<file path="config.mk">
export PLATFORM = sky130hd
export DESIGN_NAME = dmem_access_master
export DESIGN_NICKNAME = d
export VERILOG_FILES = /design/src/rtl/dmem_access_master.sv
export SDC_FILE = /design/constraint.sdc
export NUM_CORES = 1
export LEC_CHECK = 0
export CAP_MARGIN = 20
export CORE_MARGIN = 2
export CORE_UTILIZATION = 52
export DETAILED_ROUTE_END_ITERATION = 10
export GPL_TIMING_DRIVEN = 0
export PLACE_DENSITY = 0.88
export SLEW_MARGIN = 5
export SYNTH_ARGS = -nofsm -noshare
export SYNTH_HDL_FRONTEND = slang
export SYNTH_SLANG_ARGS = --single-unit
</file>
<file path="constraint.sdc">
create_clock -name clk -period 3.97 [get_ports clk]
set_input_delay 0.397 -clock clk [delete_from_list [all_inputs] [get_ports clk]]
set_output_delay 0.397 -clock clk [all_outputs]
set_load 0.02 [all_outputs]
</file>
<file path="src/rtl/dmem_access_master.sv">
// Load/store sequencer for a single-port, word-wide, big-endian data memory.
// Sub-word stores are performed as a read-modify-write of the containing word.
module dmem_access_master #(
   parameter int ADDR_W = 32,
   parameter int DATA_W = 32
) (
   input  logic              clk,
   input  logic              rst_n,
   input  logic              req_valid,
   output logic              req_ready,
   input  logic              req_write,
   input  logic [1:0]        req_size,
   input  logic              req_signed,
   input  logic [ADDR_W-1:0] req_addr,
   input  logic [DATA_W-1:0] req_wdata,
   output logic              resp_valid,
   output logic [DATA_W-1:0] resp_rdata,
   output logic              resp_err,
   output logic [ADDR_W-1:0] mem_addr,
   output logic [DATA_W-1:0] mem_wdata,
   output logic              mem_write,
   output logic              mem_read,
   input  logic [DATA_W-1:0] mem_rdata
);

   typedef enum logic [1:0] {IDLE = 2'b00, RD = 2'b01, WR = 2'b10, RESP = 2'b11} state_t;

   state_t      state_r;
   logic        write_r;
   logic        signed_r;
   logic [1:0]  size_r;
   logic [1:0]  lane_r;
   logic [31:0] wdata_r;
   logic        req_err_s;
   logic        accept_s;

   // Big-endian lane select: byte k sits in [31-8k -: 8], halfword by addr[1].
   function automatic logic [31:0] load_extract(input logic [31:0] word, input logic [1:0] size,
                                                input logic [1:0] lane, input logic sgn);
      logic [7:0]  b;
      logic [15:0] h;
      logic [31:0] r;
      case (lane)
         2'b00:   b = word[31:24];
         2'b01:   b = word[23:16];
         2'b10:   b = word[15:8];
         default: b = word[7:0];
      endcase
      h = lane[1] ? word[15:0] : word[31:16];
      case (size)
         2'b00:   r = {{24{sgn & b[7]}}, b};
         2'b01:   r = {{16{sgn & h[15]}}, h};
         default: r = word;
      endcase
      return r;
   endfunction

   function automatic logic [31:0] store_merge(input logic [31:0] word, input logic [1:0] size,
                                               input logic [1:0] lane, input logic [31:0] wdata);
      logic [31:0] r;
      r = word;
      case (size)
         2'b00: begin
            case (lane)
               2'b00:   r[31:24] = wdata[7:0];
               2'b01:   r[23:16] = wdata[7:0];
               2'b10:   r[15:8]  = wdata[7:0];
               default: r[7:0]   = wdata[7:0];
            endcase
         end
         2'b01: begin
            if (lane[1]) r[15:0] = wdata[15:0];
            else         r[31:16] = wdata[15:0];
         end
         default: r = wdata;
      endcase
      return r;
   endfunction

   // Misaligned or illegal-size request detection.
   always_comb begin
      req_err_s = 1'b0;
      case (req_size)
         2'b00:   req_err_s = 1'b0;
         2'b01:   req_err_s = req_addr[0];
         2'b10:   req_err_s = (req_addr[1:0] != 2'b00);
         default: req_err_s = 1'b1;
      endcase
   end

   assign req_ready = rst_n & (state_r == IDLE);
   assign accept_s  = req_valid & req_ready;

   // Sequencer: request capture, memory cycles and one-cycle response pulse.
   always_ff @(posedge clk or negedge rst_n) begin
      if (!rst_n) begin
         state_r    <= IDLE;
         write_r    <= 1'b0;
         signed_r   <= 1'b0;
         size_r     <= 2'b00;
         lane_r     <= 2'b00;
         wdata_r    <= 32'h0000_0000;
         resp_valid <= 1'b0;
         resp_rdata <= 32'h0000_0000;
         resp_err   <= 1'b0;
         mem_addr   <= '0;
         mem_wdata  <= 32'h0000_0000;
         mem_write  <= 1'b0;
         mem_read   <= 1'b0;
      end else begin
         case (state_r)
            IDLE: begin
               if (accept_s) begin
                  write_r  <= req_write;
                  signed_r <= req_signed;
                  size_r   <= req_size;
                  lane_r   <= req_addr[1:0];
                  wdata_r  <= req_wdata;
                  if (req_err_s) begin
                     state_r    <= RESP;
                     resp_valid <= 1'b1;
                     resp_err   <= 1'b1;
                     resp_rdata <= 32'h0000_0000;
                  end else begin
                     mem_addr <= {req_addr[ADDR_W-1:2], 2'b00};
                     if (req_write && (req_size == 2'b10)) begin
                        state_r   <= WR;
                        mem_write <= 1'b1;
                        mem_wdata <= req_wdata;
                     end else begin
                        state_r  <= RD;
                        mem_read <= 1'b1;
                     end
                  end
               end
            end
            RD: begin
               mem_read <= 1'b0;
               if (write_r) begin
                  state_r   <= WR;
                  mem_write <= 1'b1;
                  mem_wdata <= store_merge(mem_rdata, size_r, lane_r, wdata_r);
               end else begin
                  state_r    <= RESP;
                  resp_valid <= 1'b1;
                  resp_rdata <= load_extract(mem_rdata, size_r, lane_r, signed_r);
               end
            end
            WR: begin
               mem_write  <= 1'b0;
               mem_wdata  <= 32'h0000_0000;
               state_r    <= RESP;
               resp_valid <= 1'b1;
               resp_rdata <= 32'h0000_0000;
            end
            RESP: begin
               resp_valid <= 1'b0;
               resp_rdata <= 32'h0000_0000;
               resp_err   <= 1'b0;
               state_r    <= IDLE;
            end
            default: begin
               state_r   <= IDLE;
               mem_read  <= 1'b0;
               mem_write <= 1'b0;
               mem_wdata <= 32'h0000_0000;
            end
         endcase
      end
   end

endmodule
</file>
== Word-level counts from Yosys, hierarchy flattened ==
Cells that the tools add are included.
Cells by class
  equality and inequality tests: 15
  mux-type cells: 41
  reductions and logical operators: 17
  bitwise gates (word level): 5
Operators with widths (number)
  two-way mux 32 bit: 7
  case mux 32 bit (3 select lines): 2
  case mux 32 bit (2 select lines): 2
  two-way mux 16 bit: 3
  two-way mux 8 bit: 6
  case mux 8 bit (3 select lines): 1
  != test 2 bit (second input constant): 6
  two-way mux 1 bit: 11
  AND reduction 3 bit: 3
  equality test 2 x 1 -> 1 bit (second input constant): 4
  equality test 2 bit (second input constant): 4
  logical NOT 2 bit: 4
  case mux 2 bit (4 select lines): 1
  two-way mux 2 bit: 3
  case mux 1 bit (3 select lines): 2
  nonzero test 2 bit: 3
  AND reduction 5 bit: 1
  bitwise AND 1 bit: 4
  case mux 1 bit (2 select lines): 2
  case mux 1 bit (4 select lines): 1
  AND reduction 4 bit: 1
  nonzero test 3 bit: 1
  OR reduction 3 bit: 1
  != test 2 x 1 -> 1 bit (second input constant): 1
  4 further kinds: 4
Storage, ports and cells
  register bits after elaboration: 138
  output and inout bits: 101
  logic and storage cells: 91
  input port bits: 103

== Logic depth before layout (Yosys ltp) ==
  word-level depth: 8
  depth in mapped cells: 10
  depth with buffers taken out: 6

== Least setup slack after synthesis ==
OpenSTA, ideal clock, no wires.
  path kind: register to register
  start: register state_r[1]
  end: register mem_wdata[28]
  setup time: 127 ps
  clock period less this slack: 2064 ps
  stages on the path, launching flop included: 10
  required time: 3843 ps
  buffers on the path: 3
  slack: 1906 ps
  arrival: 1937 ps
  cell sequence: dfrtp_1 > inv_1 > ha_1 > buf_2 > and2b_1 > nor2_1 > and2_1 > buf_4 > buf_6 > mux2_1
On the way
  cells in the longest elaborated chain, start to end: 5
  elaborated cells between the ends (all ways): 12
  classes of those cells: eq/ne (6); mux (1); bitwise (2); reduce/logical (3)
RTL lines
  from (decl): line 28  | state_t state_r;
  from (signal assigned): line 97  | state_r <= IDLE;
  from (signal assigned): line 120  | state_r <= RESP;
  from (signal assigned): line 127  | state_r <= WR;
  logical NOT 2 bit: line 91, 111
  bitwise AND 1 bit: line 91  | assign req_ready = rst_n & (state_r == IDLE);
  bitwise AND 1 bit: line 92  | assign accept_s = req_valid & req_ready;
  != test 2 bit (no line)
  AND reduction 5 bit (no line)
  to (signal assigned): line 129  | mem_wdata <= req_wdata;
  to (signal assigned): line 142  | mem_wdata <= store_merge(mem_rdata, size_r, lane_r, wdata_r);
  to (decl): line 20  | output logic [DATA_W-1:0] mem_wdata,
Several ways; a longest one is shown, not always the timed one.
A chain may end at the register's enable or synchronous reset.

== Worst setup path in the final report ==
  start: input port rst_n
  end: register mem_wdata[30]
On the way
  cells in the longest elaborated chain, start to end: 4
RTL lines
  from (decl): line 8  | input logic rst_n,
  bitwise AND 1 bit: line 91
  bitwise AND 1 bit: line 92
  != test 2 bit (no line)
  AND reduction 5 bit (no line)
Every way passes these cells.

==> impl_results.md <==
- Vias in the first global route: 6380
- Core area: 0.0138 mm^2
- Sequential share of the synthesized area: 0.473
- Resize count post-CTS: 0
- Routed wire length: 21700 um
- Worst relative slew slack: 0.519
- Final Cycle Share: 0.820
- Area of the multi-input gates: about 0.0035 mm^2
- Fin. Hold Viols: 0
- R2R depth: 9
- Filler Cells Inserted: slightly below 1000
- Std cell rows: 43
- DIE AREA: approximately 0.015 mm^2
- Placed Cells: around 1000
- Clock root buffer: clkbuf_16
- HP Class: input port to async pin
- H-tree depth: 4
- FF-to-FF End: mem_wdata[30]
- CTS tree: yes
- Bufs on Longest Clock Path: 2
- Fmax: about 0.31 GHz
- Initial antenna violation count: 0
- Register Area: between 0.003 and 0.004 mm^2
- Crit path buf inv count: 5
- RSZ-0062 raised after global routing: no
- Worst-path cell chain: dlygate4sd3_1 -> buf_6 -> buf_16 -> nand2_1 -> o41ai_4 -> and2_1 -> buf_4 -> buf_6 -> mux2_1
- Synth top area share: 0.473
- Ant. Diodes: 0
- Most instantiated library cell after synthesis: dfrtp_1
- Yosys Warn Count: 0
- Number of flops mapped to enable cells by yosys: 0
- Initial core utilization: 0.530
- Via density: ~6.0
- Initial DRC Count: around 600
- Actual slew at the worst max-slew pin: about 720 ps
- Cell taking the most area after synthesis: dfrtp_1
- Max-cap violations: 0
- DP Wirelength: ~16000 um
- Die X-Extent: between 100 and 150 um
- Outcome: complete, no violations
- Count of input and output buffers: roughly 200
- Drt drc: 0
- DR WL/cell: 20.4 um
- Final setup vio count: 0
- CP Class: input port to register
- PD cells: about 910 mW/mm^2
- Max incr delay on CP: between 600 and 700 ps
- Largest net degree at the start of global routing: 87
- Final nets: 981
- Total Neg Setup Slack: 0 ps
- Final Power: 9.29 mW
- Crit Path Max Fanout: between 80 and 90
- Vias: roughly 6400
- Synth Area per Inst: roughly 11 um^2
- Clock skew: 4.12 ps
- Non-filler cells in the finished layout: between 1000 and 1500
- R2R Setup Slk: approximately 1300 ps
- CP arrival: around 3600 ps
- #FFs+latches synth: around 140
- CTS clk-pin slew, worst paths: 60 ps
- Area growth syn-to-layout: 39.6%
- TritonCTS Buffers: 17
- FFs w/ async S/R, synth: 1.00
- Required time of the critical path: ~4300 ps
- Leakage: between 4 and 5 nW
- Sink Count: roughly 140
- Most area-consuming cells after synthesis: dfrtp_1 (47%), mux2_2 (15%), a32o_1 (4.1%)
- First-pass GRT wire length: about 34000 um
- Syn Inst Count: about 650
- CP Capture Type: register
- Clk Latency, worst-skew pair: roughly 420 ps
- Cell repeated most along the worst path: buf_6
- Yosys cell types: 52
- Commonest cells in the netlist: dfrtp_1 (138), mux2_2 (97), nand2_1 (41)
- Most used flip-flop cell after synthesis: dfrtp_1
- Peak VDD IR: around 0.50 mV
- 1st-pass router iterations: 5
- Worst path top cell family by delay: buffers and inverters
- Share of cells above drive strength 1: 0.189
- Min Tclk post-route: about 3300 ps
- IO Count: 204
- Total Routing Usage GR: 0.295
- Final ANT Viol Nets: 0
- Critical-path top delay cell: o41ai_4
- Overflow after GRT: 0
- Fin. max-slew vios: 0
- Post-Syn Area: between 0.007 and 0.008 mm^2
- FF-to-FF Start: state_r[1]
- Final GP Congestion: 0.883
- Die height: roughly 120 um
- CP startpoint kind: input port
-- what timing repair did --
item                      in CTS  in global routing
setup buffers                  0                  0
hold endpoints to repair      55                  0
hold buffers                   1                  0
-- cells in the final DEF (no fill, tap or decap), types with 17 or more instances in the layout --
| cell type | Yosys | routed |
|---|---|---|
| a31oi_1 | 32 | 32 |
| clkdlybuf4s50_1 | 0 | 200 |
| buf_2 | 21 | 21 |
| a32o_1 | 30 | 30 |
| mux2_2 | 97 | 97 |
| dfrtp_1 | 138 | 138 |
| nor2b_1 | 24 | 24 |
| nand2b_1 | 35 | 35 |
| a21oi_1 | 35 | 35 |
| clkbuf_16 | 0 | 17 |
| clkbuf_1 | 25 | 29 |
| mux2i_1 | 20 | 20 |
| nand2_1 | 41 | 41 |
-- state kept, by name, summed over array words and instances, names as in the netlist --
register and cells:
mem_wdata 32, resp_rdata 32, wdata_r 32, mem_addr 30
lane_r 2, size_r 2, state_r 2, mem_read 1
mem_write 1, resp_err 1, resp_valid 1, signed_r 1
write_r 1
-- worst reg2reg max path, cell delays in order (launching register included) --
cell     delay [ps]
dfrtp_1         410
inv_1           100
ha_1            180
buf_2           180
and2b_1         230
nor2_1          570
and2_1          220
buf_4           150
buf_6           170
mux2_1          330
-- layer usage --
layer | up-vias | global-route usage | routed length [um]
met1 | 3141 | 0.393 | 8780
met5 | - | 0 | 0
met4 | 0 | 0.131 | 711
met3 | 68 | 0.0581 | 1930
met2 | 382 | 0.468 | 10300
li1 | 2852 | - | -
-- worst max path at each step --
stage | cells past startpoint | from | slack (ps) | to
finish | 9 | rst_n | 710 | mem_wdata[30]
global route | 9 | rst_n | 470 | mem_wdata[29]
CTS | 9 | rst_n | 710 | mem_wdata[30]
detailed placement | 8 | rst_n | 840 | mem_wdata[30]
global placement | 7 | rst_n | -4170 | mem_wdata[28]
floorplan | 9 | state_r[1] | 1910 | mem_wdata[28]
-- cell type report --
class                           count  share of cell area
Sequential cell                   138               0.339
Tap cell                          180              0.0221
Inverter                           14             0.00516
Buffer                             57              0.0295
Multi-Input combinational cell    441               0.343
Timing Repair Buffer              203               0.201
Clock inverter                      7              0.0111
Clock buffer                       25              0.0486
-- power breakdown --
part	total (mW)	internal (mW)	switching [mW]
clock network	1.64	1.05	0.585
registers	2.56	2.10	0.465
logic	5.09	2.34	2.75
total	9.29	5.49	3.80
-- per-stage QoR --
step | utilization | worst slack, ps | hold slack [ps] | area (um^2)
after global routing | 0.740 | 474 | 504 | 10200
after CTS | 0.740 | 711 | 495 | 10200
final | 0.740 | 713 | 490 | 10200
after detailed placement | 0.695 | 840 | 393 | 9570
after floorplan | - | 1910 | 101 | 7300
after global placement | 0.693 | -4170 | 475 | 9540
-- logic make-up (layout without fill, tap and decap cells) --
group / Yosys count / in the layout / synth area share
AOI/OAI and AO/OA: 164 / 164 / 0.169
adders and majority gates: 6 / 6 / 0.0103
buffers and inverters: 71 / 306 / 0.0483
DFF: 138 / 138 / 0.473
muxes: 123 / 123 / 0.188
other: 1 / 2 / 0.000514
and+or+nand+nor: 146 / 146 / 0.111
Note: power is estimated with default switching activity, not from simulation.
